--- src/rtl/io_controller_if.sv ---
// CPU data-bus view of the I/O controller: byte address, read/write strobes and data.
interface io_controller_if;
  logic [7:0]  addr;
  logic        ren;
  logic        wen;
  logic [31:0] wdata;
  logic [31:0] rdata;

  modport master (output addr, output ren, output wen, output wdata, input rdata);
  modport slave  (input addr, input ren, input wen, input wdata, output rdata);
endinterface

--- src/rtl/io_controller.sv ---
// Memory-mapped I/O controller: debounced button-latched operands from the switches,
// plus a CPU-written 32-bit word scanned onto the 8-digit seven-segment display.
module io_controller #(
  parameter int DEBOUNCE_CYCLES = 1000000,
  parameter int SCAN_CYCLES     = 100000
) (
  input  logic              CLK100MHZ,
  input  logic              BTNC,
  input  logic              BTNL,
  input  logic              BTNR,
  input  logic [15:0]       SW,
  io_controller_if.slave    bus,
  output logic [7:0]        AN,
  output logic [6:0]        A2G
);

  localparam int DBW = $clog2(DEBOUNCE_CYCLES + 1);
  localparam int SCW = $clog2(SCAN_CYCLES + 1);

  // Index 1 is the left button, index 0 the right button.
  logic [1:0]          sync1_q, sync1_d, sync2_q, sync2_d, stable_q, stable_d, press;
  logic [1:0][DBW-1:0] db_cnt_q, db_cnt_d;

  logic        lval_q, lval_d, rval_q, rval_d, ovf_q, ovf_d;
  logic [7:0]  left_q, left_d, right_q, right_d;
  logic [31:0] disp_q, disp_d;

  logic [SCW-1:0] scan_cnt_q, scan_cnt_d;
  logic [2:0]     digit_q, digit_d;
  logic [7:0]     an_q, an_d;
  logic [6:0]     a2g_q, a2g_d;

  logic sel_status, sel_left, sel_right, sel_disp;
  wire  unused_addr_bits = ^bus.addr[1:0];

  function automatic logic [6:0] seg(input logic [3:0] nib);
    case (nib)
      4'h0: seg = 7'b0000001;  4'h1: seg = 7'b1001111;
      4'h2: seg = 7'b0010010;  4'h3: seg = 7'b0000110;
      4'h4: seg = 7'b1001100;  4'h5: seg = 7'b0100100;
      4'h6: seg = 7'b0100000;  4'h7: seg = 7'b0001111;
      4'h8: seg = 7'b0000000;  4'h9: seg = 7'b0000100;
      4'hA: seg = 7'b0001000;  4'hB: seg = 7'b1100000;
      4'hC: seg = 7'b0110001;  4'hD: seg = 7'b1000010;
      4'hE: seg = 7'b0110000;  default: seg = 7'b0111000;
    endcase
  endfunction

  assign sel_status = (bus.addr[7:2] == 6'h20);
  assign sel_left   = (bus.addr[7:2] == 6'h21);
  assign sel_right  = (bus.addr[7:2] == 6'h22);
  assign sel_disp   = (bus.addr[7:2] == 6'h23);

  // A level change must persist through a full counter run before it becomes stable.
  always_comb begin
    sync1_d  = {BTNL, BTNR};
    sync2_d  = sync1_q;
    stable_d = stable_q;
    for (int i = 0; i < 2; i++) begin
      db_cnt_d[i] = '0;
      if (sync2_q[i] != stable_q[i]) begin
        if (db_cnt_q[i] == DBW'(DEBOUNCE_CYCLES - 1))
          stable_d[i] = sync2_q[i];
        else
          db_cnt_d[i] = db_cnt_q[i] + 1'b1;
      end
    end
    press = stable_d & ~stable_q;
  end

  // Press events are applied after the clears so a same-cycle press wins.
  always_comb begin
    left_d  = left_q;
    right_d = right_q;
    lval_d  = lval_q;
    rval_d  = rval_q;
    ovf_d   = ovf_q;
    disp_d  = disp_q;
    if (bus.wen && sel_status) begin
      if (bus.wdata[0]) rval_d = 1'b0;
      if (bus.wdata[1]) lval_d = 1'b0;
      if (bus.wdata[2]) ovf_d  = 1'b0;
    end
    if (bus.ren && sel_left)  lval_d = 1'b0;
    if (bus.ren && sel_right) rval_d = 1'b0;
    if (bus.wen && sel_disp)  disp_d = bus.wdata;
    if (press[1]) begin
      left_d = SW[15:8];
      lval_d = 1'b1;
      if (lval_q) ovf_d = 1'b1;
    end
    if (press[0]) begin
      right_d = SW[7:0];
      rval_d  = 1'b1;
      if (rval_q) ovf_d = 1'b1;
    end
  end

  always_comb begin
    case (bus.addr[7:2])
      6'h20:   bus.rdata = {29'b0, ovf_q, lval_q, rval_q};
      6'h21:   bus.rdata = {24'b0, left_q};
      6'h22:   bus.rdata = {24'b0, right_q};
      6'h23:   bus.rdata = disp_q;
      default: bus.rdata = '0;
    endcase
  end

  always_comb begin
    scan_cnt_d = scan_cnt_q + 1'b1;
    digit_d    = digit_q;
    if (scan_cnt_q == SCW'(SCAN_CYCLES - 1)) begin
      scan_cnt_d = '0;
      digit_d    = digit_q + 1'b1;
    end
    an_d  = ~(8'b1 << digit_q);
    a2g_d = seg(disp_q[{digit_q, 2'b00} +: 4]);
  end

  always_ff @(posedge CLK100MHZ) begin
    if (BTNC) begin
      sync1_q    <= '0;
      sync2_q    <= '0;
      stable_q   <= '0;
      db_cnt_q   <= '0;
      lval_q     <= 1'b0;
      rval_q     <= 1'b0;
      ovf_q      <= 1'b0;
      left_q     <= '0;
      right_q    <= '0;
      disp_q     <= '0;
      scan_cnt_q <= '0;
      digit_q    <= '0;
      an_q       <= 8'hFF;
      a2g_q      <= 7'h7F;
    end else begin
      sync1_q    <= sync1_d;
      sync2_q    <= sync2_d;
      stable_q   <= stable_d;
      db_cnt_q   <= db_cnt_d;
      lval_q     <= lval_d;
      rval_q     <= rval_d;
      ovf_q      <= ovf_d;
      left_q     <= left_d;
      right_q    <= right_d;
      disp_q     <= disp_d;
      scan_cnt_q <= scan_cnt_d;
      digit_q    <= digit_d;
      an_q       <= an_d;
      a2g_q      <= a2g_d;
    end
  end

  assign AN  = an_q;
  assign A2G = a2g_q;

endmodule

--- src/flat_wrapper.sv ---
// flat-port wrapper written by rule: the top's interface ports become plain ports
module io_controller_flat 
#(
  parameter int DEBOUNCE_CYCLES = 1000000,
  parameter int SCAN_CYCLES     = 100000
)
  (CLK100MHZ, BTNC, BTNL, BTNR, SW, AN, A2G, bus_addr, bus_ren, bus_wen, bus_wdata, bus_rdata);
  io_controller_if bus_i ();
  input  logic CLK100MHZ;
  input  logic BTNC;
  input  logic BTNL;
  input  logic BTNR;
  input  logic [15:0] SW;
  output logic [7:0] AN;
  output logic [6:0] A2G;
  input wire logic [$bits(bus_i.addr)-1:0] bus_addr;
  input wire logic [$bits(bus_i.ren)-1:0] bus_ren;
  input wire logic [$bits(bus_i.wen)-1:0] bus_wen;
  input wire logic [$bits(bus_i.wdata)-1:0] bus_wdata;
  output wire logic [$bits(bus_i.rdata)-1:0] bus_rdata;
  assign bus_i.addr = bus_addr;
  assign bus_i.ren = bus_ren;
  assign bus_i.wen = bus_wen;
  assign bus_i.wdata = bus_wdata;
  assign bus_rdata = bus_i.rdata;
  io_controller #(.DEBOUNCE_CYCLES(DEBOUNCE_CYCLES), .SCAN_CYCLES(SCAN_CYCLES)) u_core (.CLK100MHZ(CLK100MHZ), .BTNC(BTNC), .BTNL(BTNL), .BTNR(BTNR), .SW(SW), .bus(bus_i), .AN(AN), .A2G(A2G));
endmodule
--- config.mk ---
export PLATFORM = sky130hd
export DESIGN_NAME = io_controller_flat
export DESIGN_NICKNAME = d
export VERILOG_FILES = /design/src/rtl/io_controller_if.sv /design/src/rtl/io_controller.sv /design/src/flat_wrapper.sv
export SDC_FILE = /design/constraint.sdc
export NUM_CORES = 1
export LEC_CHECK = 0
export ABC_CLOCK_PERIOD_IN_PS = 2300
export CORE_UTILIZATION = 47
export CTS_BUF_LIST = sky130_fd_sc_hd__clkbuf_16
export DETAILED_ROUTE_END_ITERATION = 10
export PLACE_DENSITY = 0.76
export RECOVER_POWER = 25
export REMOVE_ABC_BUFFERS = 1
export SLEW_MARGIN = 20
export SYNTH_ARGS = -nofsm -noshare
export SYNTH_HDL_FRONTEND = slang
export SYNTH_SLANG_ARGS = --single-unit
--- constraint.sdc ---
create_clock -name CLK100MHZ -period 2.3 [get_ports CLK100MHZ]
set_input_delay 0.23 -clock CLK100MHZ [delete_from_list [all_inputs] [get_ports CLK100MHZ]]
set_output_delay 0.23 -clock CLK100MHZ [all_outputs]
set_load 0.01 [all_outputs]
==> results of run 1 <==
## flip-flops by register name (all words and copies together), names as in the netlist, 3 cells and up
name and cells:
u_core.disp_q 32, u_core.scan_cnt_q 17, u_core.digit_q 3, u_core.db_cnt_q 40, u_core.A2G 7, u_core.AN 8
u_core.right_q 8, u_core.left_q 8
## worst paths after layout
kind / start / end / slack, ns / cells past startpoint
hold / removal: BTNC / u_core.left_q[6] / 0.25 / 2
setup / recovery: u_core.digit_q[0] / u_core.A2G[6] / 0.08 / 7
hold reg to reg: u_core.db_cnt_q[20] / u_core.db_cnt_q[20] / 0.44 / 1
setup reg to reg: u_core.digit_q[0] / u_core.A2G[6] / 0.08 / 7
## power by group
part	switching [uW]	total (uW)	internal [uW]	leakage, uW
Sequential	11.1	2320	2310	0.00107
Clock	978	2770	1790	0.000276
Combinational	77.7	198	120	0.00162
## cell families after synthesis
kind of cell	count (synthesis)	synth area share, %
AOI/OAI and AO/OA	67	7.032
xor gates and xnor gates	55	8.204
adders and majority gates	15	3.196
buffers and inverters	45	3.516
DFF	132	45.00
muxes	32	7.032
and+or+nand+nor	319	26.02
## metrics by stage
| stage | area [um^2] | setup WS [ns] | util (%) | hold slack [ns] | TNS (ns) |
|---|---|---|---|---|---|
| after floorplan | 5710 | -0.4182 | - | 0.2991 | -7.061 |
| after global placement | 7197 | -0.1351 | 59.42 | 0.4211 | -2.804 |
| after detailed placement | 7197 | -0.1537 | 59.42 | 0.4285 | -3.375 |
| after CTS | 7824 | 0.03006 | 64.60 | 0.2381 | 0 |
| after global routing | 7830 | -0.006463 | 64.65 | 0.2704 | -0.01432 |
| final | 7830 | 0.07791 | 64.65 | 0.2460 | 0 |
## what timing repair did
action / in CTS / in global routing
buffers inserted: 1 / 1
pin swaps: 1 / 1
resized for setup: 39 / 5
endpoints found under the setup margin: 33 / 5
cloned: 1 / 0
## placed cells by master (no fill, tap or decap), types with 2 or more instances in the layout
cell type        count
nand4_1              9
and2_1              30
mux2i_4              2
clkbuf_16           17
nor4b_1              4
ha_1                14
xor2_1              36
o21ai_0              3
a21oi_1             36
clkbuf_2             2
o21ai_1              2
mux2i_1             22
a31oi_1              2
or3_1                2
a221o_1              4
clkdlybuf4s50_1     56
clkinv_1             4
mux4_2               6
nor2_1              89
and4_1               7
dlygate4sd3_1       16
xnor2_1             19
a221oi_1             2
bufinv_16            4
inv_1               11
and3_1              14
nor4_1               3
nand3_1             26
buf_4               16
nor2b_1              6
clkinvlp_4           7
buf_12               3
nand2_1            110
nor3_1               3
dfxtp_1            131
nor4_2               3
o21a_1               2
and3b_1              2
dlygate4sd2_1       32
a22oi_1             13
## area by class of cell
| class | instances | area [um^2] | area share (%) |
|---|---|---|---|
| clock buffers | 17 | 425.4 | 5.433 |
| well taps | 168 | 210.2 | 2.685 |
| multi-input cells | 488 | 3067 | 39.17 |
| clock inverters | 15 | 188.9 | 2.413 |
| flip-flops and latches | 132 | 2644 | 33.76 |
| inverters | 12 | 45.04 | 0.5753 |
| repair buffers | 130 | 1250 | 15.96 |
## routing by layer
| metal | vias to the layer above | part of all wire, % |
|---|---|---|
| met5 | - | 0 |
| met4 | 0 | 1.8 |
| met3 | 22 | 6.3 |
| met2 | 136 | 47 |
| met1 | 2323 | 44 |
| li1 | 2475 | - |
## worst register-to-register path, cell delays in order (launching register included)
cell      delay, ns
dfxtp_2        0.35
buf_12         0.14
mux4_2         0.53
mux2i_2        0.21
buf_4          0.17
ha_2           0.18
nor4b_1        0.06
a311oi_1       0.44
==> impl_metrics.toml, run 1 <==
[run_status]
status = "finished, final reports clean"

[detailed_routing]
firstDrtPassIters = 5
drt_first_iter_violations = 196
drc = 0
vias = 4956
avgRoutedWirePerCell_um = 14.09
routed_wl_mm = 13.56
viasPerCell = 5.152
ant_nets = 0

[global_route]
grt_use_met2_pct = 37.28
grt-busiest-layer = "met2"
grt_use_met3_pct = 7.279
antenna_found_initial = 0
grt_max_degree = 42
grt_usage_pct = 22.58
grt_overflow = 0
use_met1_pct = 26.74
grt_pass1_vias = 4906
grt_pass1_wl_mm = 22.89

[floorplan]
start_util_pct = 48.48
row_count = 40
io_pins = 109
dieWidth_um = 113.8
core_area_mm2 = 0.01211
die_area_mm2 = 0.01294
die_y_um = 113.8

[cts]
numClockSinks = 132
ctsHoldBuffers = 0
h-tree-depth = 4
tritoncts = "done"
path_clk_slew_ns = 0.06
worstSkewPairLatency_ns = 0.42
cts-root-buf = "clkbuf_16"
clockBufferDepth = 2
cts_made_buffers = 17

[timing]
finalClockSkew_ns = 0.007815
post-route-period-util_pct = 96.61
post-route-min-period_ns = 2.222
clock.fmax_mhz = 450.0
finalHoldViolCount = 0
setup_viol = 0
slew-limit-headroom_pct = 57.84
finalMaxSlewViolations = 0
tightest_slew_ns = 0.6324

[pwr]
peakVddDrop_mv = 0.4273
pwr_density_cell_mw_per_mm2 = 675.2
p_leak_uw = 0.002964
finalPower_uw = 5287

[yosys]
ys_warn_count = 0
synthCells = 665
yosys.area.top_type_share_pct = 45.00
synth_cell_type_count = 49
synth-seq-cells = 132
async_reset_ff_share_pct = 0
synth_most_common_cell = "dfxtp_1"
synth.area.top_cells = "dfxtp_1, nand2_1, nor2_1"
synth_edf_count = 0
syn_area_mm2 = 0.005872
synth_area_per_cell_um2 = 8.830
synth_top_cell_by_area = "dfxtp_1"
synth_seq_area_share_pct = 45.00
synthFlopType = "dfxtp_1"
synthTopCellsByCount = "dfxtp_1, nand2_1, nor2_1"

[setup_path]
crit_slowest_cell = "mux4_2"
crit_path_max_fanout = 7
crit_chain = "buf_12, mux4_2, mux2i_2, buf_4, ha_2, nor4b_1, a311oi_1"
endpoint_kind = "register"
critical_path_buf_inv_count = 2
cpLargestDelayFamily = "multiplexers"
critPathKind = "reg2reg"
start_kind = "register"
crit_path_max_incr_delay_ns = 0.52
arrival_ns = 2.49
required_ns = 2.57

[final_layout]
nets = 858
diodes = 0
drive_above_1_share_pct = 9.446
fin_cells = 962
n_fill_cell = 1056
area_growth_syn_to_layout_pct = 33.35

[place]
dp_cells = 927
place_hpwl_mm = 9.475
io_buffers = 106
routabilityCongestion = 0.8302

[worst_hold_path]
min_path_type = "in2reg"

[job]
maxCapViolations = 0
No activity file was read; power rests on OpenSTA's default activity.
==> run 2, diff against run 1 <==
- MAX_ROUTING_LAYER: not set -> met4
==> run 2 against run 1 <==
Against the previous run: non-clock buffer count is the same; clock skew is essentially flat; clock power is essentially flat; utilization is the same; power is essentially flat; worst setup slack lost 0.0074 ns; sequential share of layout area is the same; clock-buffer cell count is the same; worst hold slack gained 0.0033 ns; fmax shrank 0.33%; critical path type unchanged; critical endpoint unchanged; largest cell class unchanged.
==> impl_metrics.toml, run 2 (synthesis gave the netlist of run 1 again) <==
[cts]
numClockSinks = 132
worstSkewPairLatency_ns = 0.42
cts_made_buffers = 17
cts-root-buf = "clkbuf_16"
clockBufferDepth = 2
h-tree-depth = 4
path_clk_slew_ns = 0.06
tritoncts = "done"

[timing]
post-route-min-period_ns = 2.229
post-route-period-util_pct = 96.93
finalMaxSlewViolations = 0
clock.fmax_mhz = 448.5
slew-limit-headroom_pct = 57.69
finalClockSkew_ns = 0.007580
finalHoldViolCount = 0
tightest_slew_ns = 0.6347
whs_ns = 0.2492
setup_viol = 0

[floorplan]
die_area_mm2 = 0.01294
io_pins = 109
dieWidth_um = 113.8
core_area_mm2 = 0.01211
row_count = 40
start_util_pct = 48.48
die_y_um = 113.8

[final_layout]
fin_cells = 962
reg.largest.list = "u_core.db_cnt_q x40, u_core.disp_q x32, u_core.scan_cnt_q x17"
largest_reg_flops = 40
final_core_util_pct = 64.65
area_growth_syn_to_layout_pct = 33.35
nets = 858
layout_commonest_cell = "dfxtp_1"
diodes = 0
drive_above_1_share_pct = 9.446
regMostFlops = "u_core.db_cnt_q"
final_cell_mix = "dfxtp_1, nand2_1, nor2_1, clkdlybuf4s50_1"

[global_route]
grt_usage_pct = 23.23
grt_pass1_wl_mm = 22.83
grt_max_degree = 42
antenna_found_initial = 0
grt_pass1_vias = 4921
grt_overflow = 0

[detailed_routing]
viasPerCell = 5.175
routed_wl_mm = 13.60
avgRoutedWirePerCell_um = 14.13
firstDrtPassIters = 4
drc = 0
drt_first_iter_violations = 223
vias = 4978
ant_nets = 0

[job]
maxCapViolations = 0

[setup_path]
start_kind = "register"
endpoint_kind = "register"
arrival_ns = 2.50
crit_slowest_cell = "mux4_2"
required_ns = 2.57
crit_path_max_incr_delay_ns = 0.52
crit_path_max_fanout = 7
critPathKind = "reg2reg"
reg2regPathDepth = 7
crit_chain = "buf_12, mux4_2, mux2i_2, buf_4, ha_1, inv_1, a311oi_1"
regToRegSetupSlack_ns = 0.07
r2r-start = "u_core.digit_q[0]"
r2r-end = "u_core.A2G[6]"

[place]
place_hpwl_mm = 9.475
routabilityCongestion = 0.8429
dp_cells = 927
io_buffers = 106

[worst_hold_path]
hp-start = "BTNC"
holdPathEnd = "u_core.left_q[6]"
min_path_type = "in2reg"
hold_depth = 2

[run_status]
status = "finished, final reports clean"

[pwr]
peakVddDrop_mv = 0.4271
p_leak_uw = 0.002964
pwr_density_cell_mw_per_mm2 = 675.8
-- run 2: cell counts in the layout (fill, tap and decap cells not counted) --
No cell type changed its count.
-- run 2: through the flow --
step                      TNS [ns]  setup WS, ns  area (um^2)  total power [uW]
after floorplan             -7.061       -0.4182         5710              2404
after global placement      -2.804       -0.1351         7197              2561
after detailed placement    -3.375       -0.1537         7197              2564
after CTS                        0       0.03006         7824              5333
after global routing      -0.01430     -0.006454         7830              5470
final                            0       0.07052         7830              5292
-- run 2: worst max-delay path: cells and delay by family, from the launching register on --
family / cells / cell delay [ns]
AOI/OAI and AO/OA: 1 / 0.39
adders and majority gates: 1 / 0.22
buffers and inverters: 3 / 0.39
DFF: 1 / 0.35
muxes: 2 / 0.73
-- run 2: final cells by class --
cell class | count | area, um^2
clock buffers | 17 | 425.4
clock inverters | 15 | 188.9
fillers | 1056 | 4282
inverters | 12 | 45.04
multi-input cells | 488 | 3067
flip-flops and latches | 132 | 2644
well taps | 168 | 210.2
repair buffers | 130 | 1250
-- run 2: what timing repair did --
| item | 4_1_cts | 5_1_grt |
|---|---|---|
| pin swaps | 1 | 1 |
| gates cloned | 1 | 0 |
| hold buffers | 0 | 0 |
| endpoints found under the setup margin | 33 | 5 |
| gates resized for setup | 39 | 5 |
| setup buffers | 1 | 1 |
-- run 2: report_power, final --
| part | switching [uW] | leakage (uW) | internal, uW | total (uW) |
|---|---|---|---|---|
| logic | 77.4 | 0.00162 | 120 | 198 |
| clock network | 983 | 0.000276 | 1790 | 2780 |
| registers | 11.1 | 0.00107 | 2310 | 2320 |
| total | 1070 | 0.00296 | 4220 | 5290 |
-- run 2: routing by layer --
metal	track usage (%)	up-vias	share of wire, %
met5	-	-	0
met4	10.56	0	2.0
met3	6.164	25	5.9
met2	37.44	142	47
met1	27.21	2332	45
li1	-	2479	-
-- run 2: worst max-delay path by stage --
stage	start	endpoint
2_1_floorplan	u_core.db_cnt_q[0]	u_core.ovf_q
3_3_place_gp	bus_addr[5]	bus_rdata[0]
3_5_place_dp	bus_addr[5]	bus_rdata[1]
4_1_cts	u_core.digit_q[0]	u_core.A2G[1]
5_1_grt	u_core.digit_q[0]	u_core.A2G[6]
6_report	u_core.digit_q[0]	u_core.A2G[6]
==> run 3, diff against run 2 <==
- CAP_MARGIN: not set -> 20
- CELL_PAD_IN_SITES_DETAIL_PLACEMENT: not set -> 0
- CELL_PAD_IN_SITES_GLOBAL_PLACEMENT: not set -> 1
- CORE_UTILIZATION: 47 -> 30
- PLACE_DENSITY: 0.76 -> not set
- PLACE_DENSITY_LB_ADDON: not set -> 0.1
==> run 3 against run 2 <==
Against the previous run: worst hold slack lost 0.044 ns; critical path type unchanged; highest routed layer unchanged; power shrank 2.9%; cell area grew 2.0%; critical path depth is the same; largest cell class unchanged; combinational power is essentially flat; flip-flop and latch count is the same; final cell count grew 11%; fmax grew 2.2%; utilization shrank 23 points; wire length grew 11%; die area grew 56%; first-iteration DRC count shrank 33%; largest power group unchanged.
==> impl_metrics.toml, run 3 (synthesis gave the netlist of run 1 again) <==
[timing]
post-route-min-period_ns = 2.182
slew-limit-headroom_pct = 62.28
setup_ws_ns = 0.1184
finalSetupTns_ns = 0
clock.fmax_mhz = 458.4
rsz0062_at_grt = "no"
finalClockSkew_ns = 0.01051
setup_viol = 0
tightest_slew_ns = 0.5644
post-route-period-util_pct = 94.85
finalHoldViolCount = 0
finalMaxSlewViolations = 0

[job]
maxCapViolations = 0

[floorplan]
io_pins = 109
core_area_mm2 = 0.01896
die_y_um = 141.9
row_count = 50
die_area_mm2 = 0.02014
dieWidth_um = 141.9
start_util_pct = 30.98

[setup_path]
start_kind = "register"
crit_path_max_fanout = 6
endpoint_kind = "register"
arrival_ns = 2.48
required_ns = 2.59
critPathKind = "reg2reg"

[final_layout]
reg.largest.list = "u_core.db_cnt_q x40, u_core.disp_q x32, u_core.scan_cnt_q x17"
largest_reg_flops = 40
drive_above_1_share_pct = 11.26
final_core_util_pct = 42.12
regMostFlops = "u_core.db_cnt_q"
final_cell_mix = "dfxtp_1, nand2_1, nor2_1, clkdlybuf4s50_1"
nets = 872
layout_commonest_cell = "dfxtp_1"
area_growth_syn_to_layout_pct = 35.97

[place]
place_hpwl_mm = 10.44
place_ws_ns = -0.1093
io_buffers = 106
routabilityCongestion = 0.7850

[global_route]
grt_usage_pct = 16.33
antenna_found_initial = 1
grt_overflow = 0
grt_pass1_wl_mm = 24.67
grt_pass1_vias = 4923
grt_max_degree = 46

[pwr]
finalPower_uw = 5141
peakVddDrop_mv = 0.4158
pwr_density_cell_mw_per_mm2 = 643.9
p_leak_uw = 0.003017

[detailed_routing]
viasPerCell = 4.525
drt_first_iter_violations = 150
ant_nets = 0
drc = 0
firstDrtPassIters = 4
routed_wl_mm = 15.13
vias = 4837
avgRoutedWirePerCell_um = 14.16

[cts]
numClockSinks = 132
path_clk_slew_ns = 0.06
worstSkewPairLatency_ns = 0.42
cts-root-buf = "clkbuf_16"
tritoncts = "done"
cts_made_buffers = 17
clockBufferDepth = 2
h-tree-depth = 4

[worst_hold_path]
min_path_type = "in2reg"

[run_status]
status = "finished, final reports clean"
run 3: cell count changes in the layout (fill, tap and decap cells not counted), moves of 2 or more:
cell	previous run	this run
buf_4	16	30
dlygate4sd2_1	32	28
clkinv_4	0	3
clkinvlp_4	7	4
bufinv_16	4	2
clkbuf_2	2	4
clkinv_2	1	3
run 3: layer usage:
layer / vias to the layer above / global-route usage, % / routed length [um]
li1: 2504 / - / -
met4: 0 / 5.716 / 160
met2: 94 / 25.07 / 6755
met3: 14 / 4.860 / 711
met1: 2225 / 20.32 / 7505
met5: - / - / 0
run 3: where the power goes:
part / switching [uW] / total [uW] / internal, uW
Sequential: 12.3 / 2320 / 2300
Combinational: 78.9 / 200 / 121
Clock: 1050 / 2620 / 1580
run 3: path summary, 6_finish.rpt:
check | cells past startpoint | slack (ns) | to | from
setup / recovery | 7 | 0.12 | u_core.A2G[0] | u_core.digit_q[0]
hold reg to reg | 1 | 0.43 | u_core.sync2_q[0] | u_core.sync1_q[0]
setup reg to reg | 7 | 0.12 | u_core.A2G[0] | u_core.digit_q[0]
hold / removal | 2 | 0.21 | u_core.left_q[2] | BTNC
run 3: area by class of cell:
class,count,area [um^2]
clock buffer,17,425.4
inverter,12,45.04
fill,1894,10970
multi-input combinational,488,3059
clock inverter,15,142.6
timing repair buffer,144,1336
tap,260,325.3
antenna,1,2.502
sequential,132,2648
run 3: metrics by stage:
| stage | instances | cell area [um^2] | hold slack, ns |
|---|---|---|---|
| 6_report | 1069 | 7984 | 0.2055 |
| 5_1_grt | 1069 | 7984 | 0.1991 |
| 4_1_cts | 1062 | 7915 | 0.1975 |
| 3_5_place_dp | 1023 | 7330 | 0.4220 |
| 3_3_place_gp | 1023 | 7330 | 0.4213 |
| 2_1_floorplan | 632 | 5710 | 0.2991 |
run 3: critical path: stages (launching register included):
cell and delay [ns]:
dfxtp_4 0.36, clkbuf_1 0.16, clkbuf_16 0.16, buf_4 0.11, mux4_2 0.51, mux2i_4 0.27
nor2_1 0.12, a221o_1 0.37
run 3: timing repair:
item                                    CTS  global route
cloned                                    0             1
setup buffers                             7             5
pin swaps                                 1             2
hold buffers                              0             0
endpoints found under the setup margin   33             9
resized for setup                        33            15
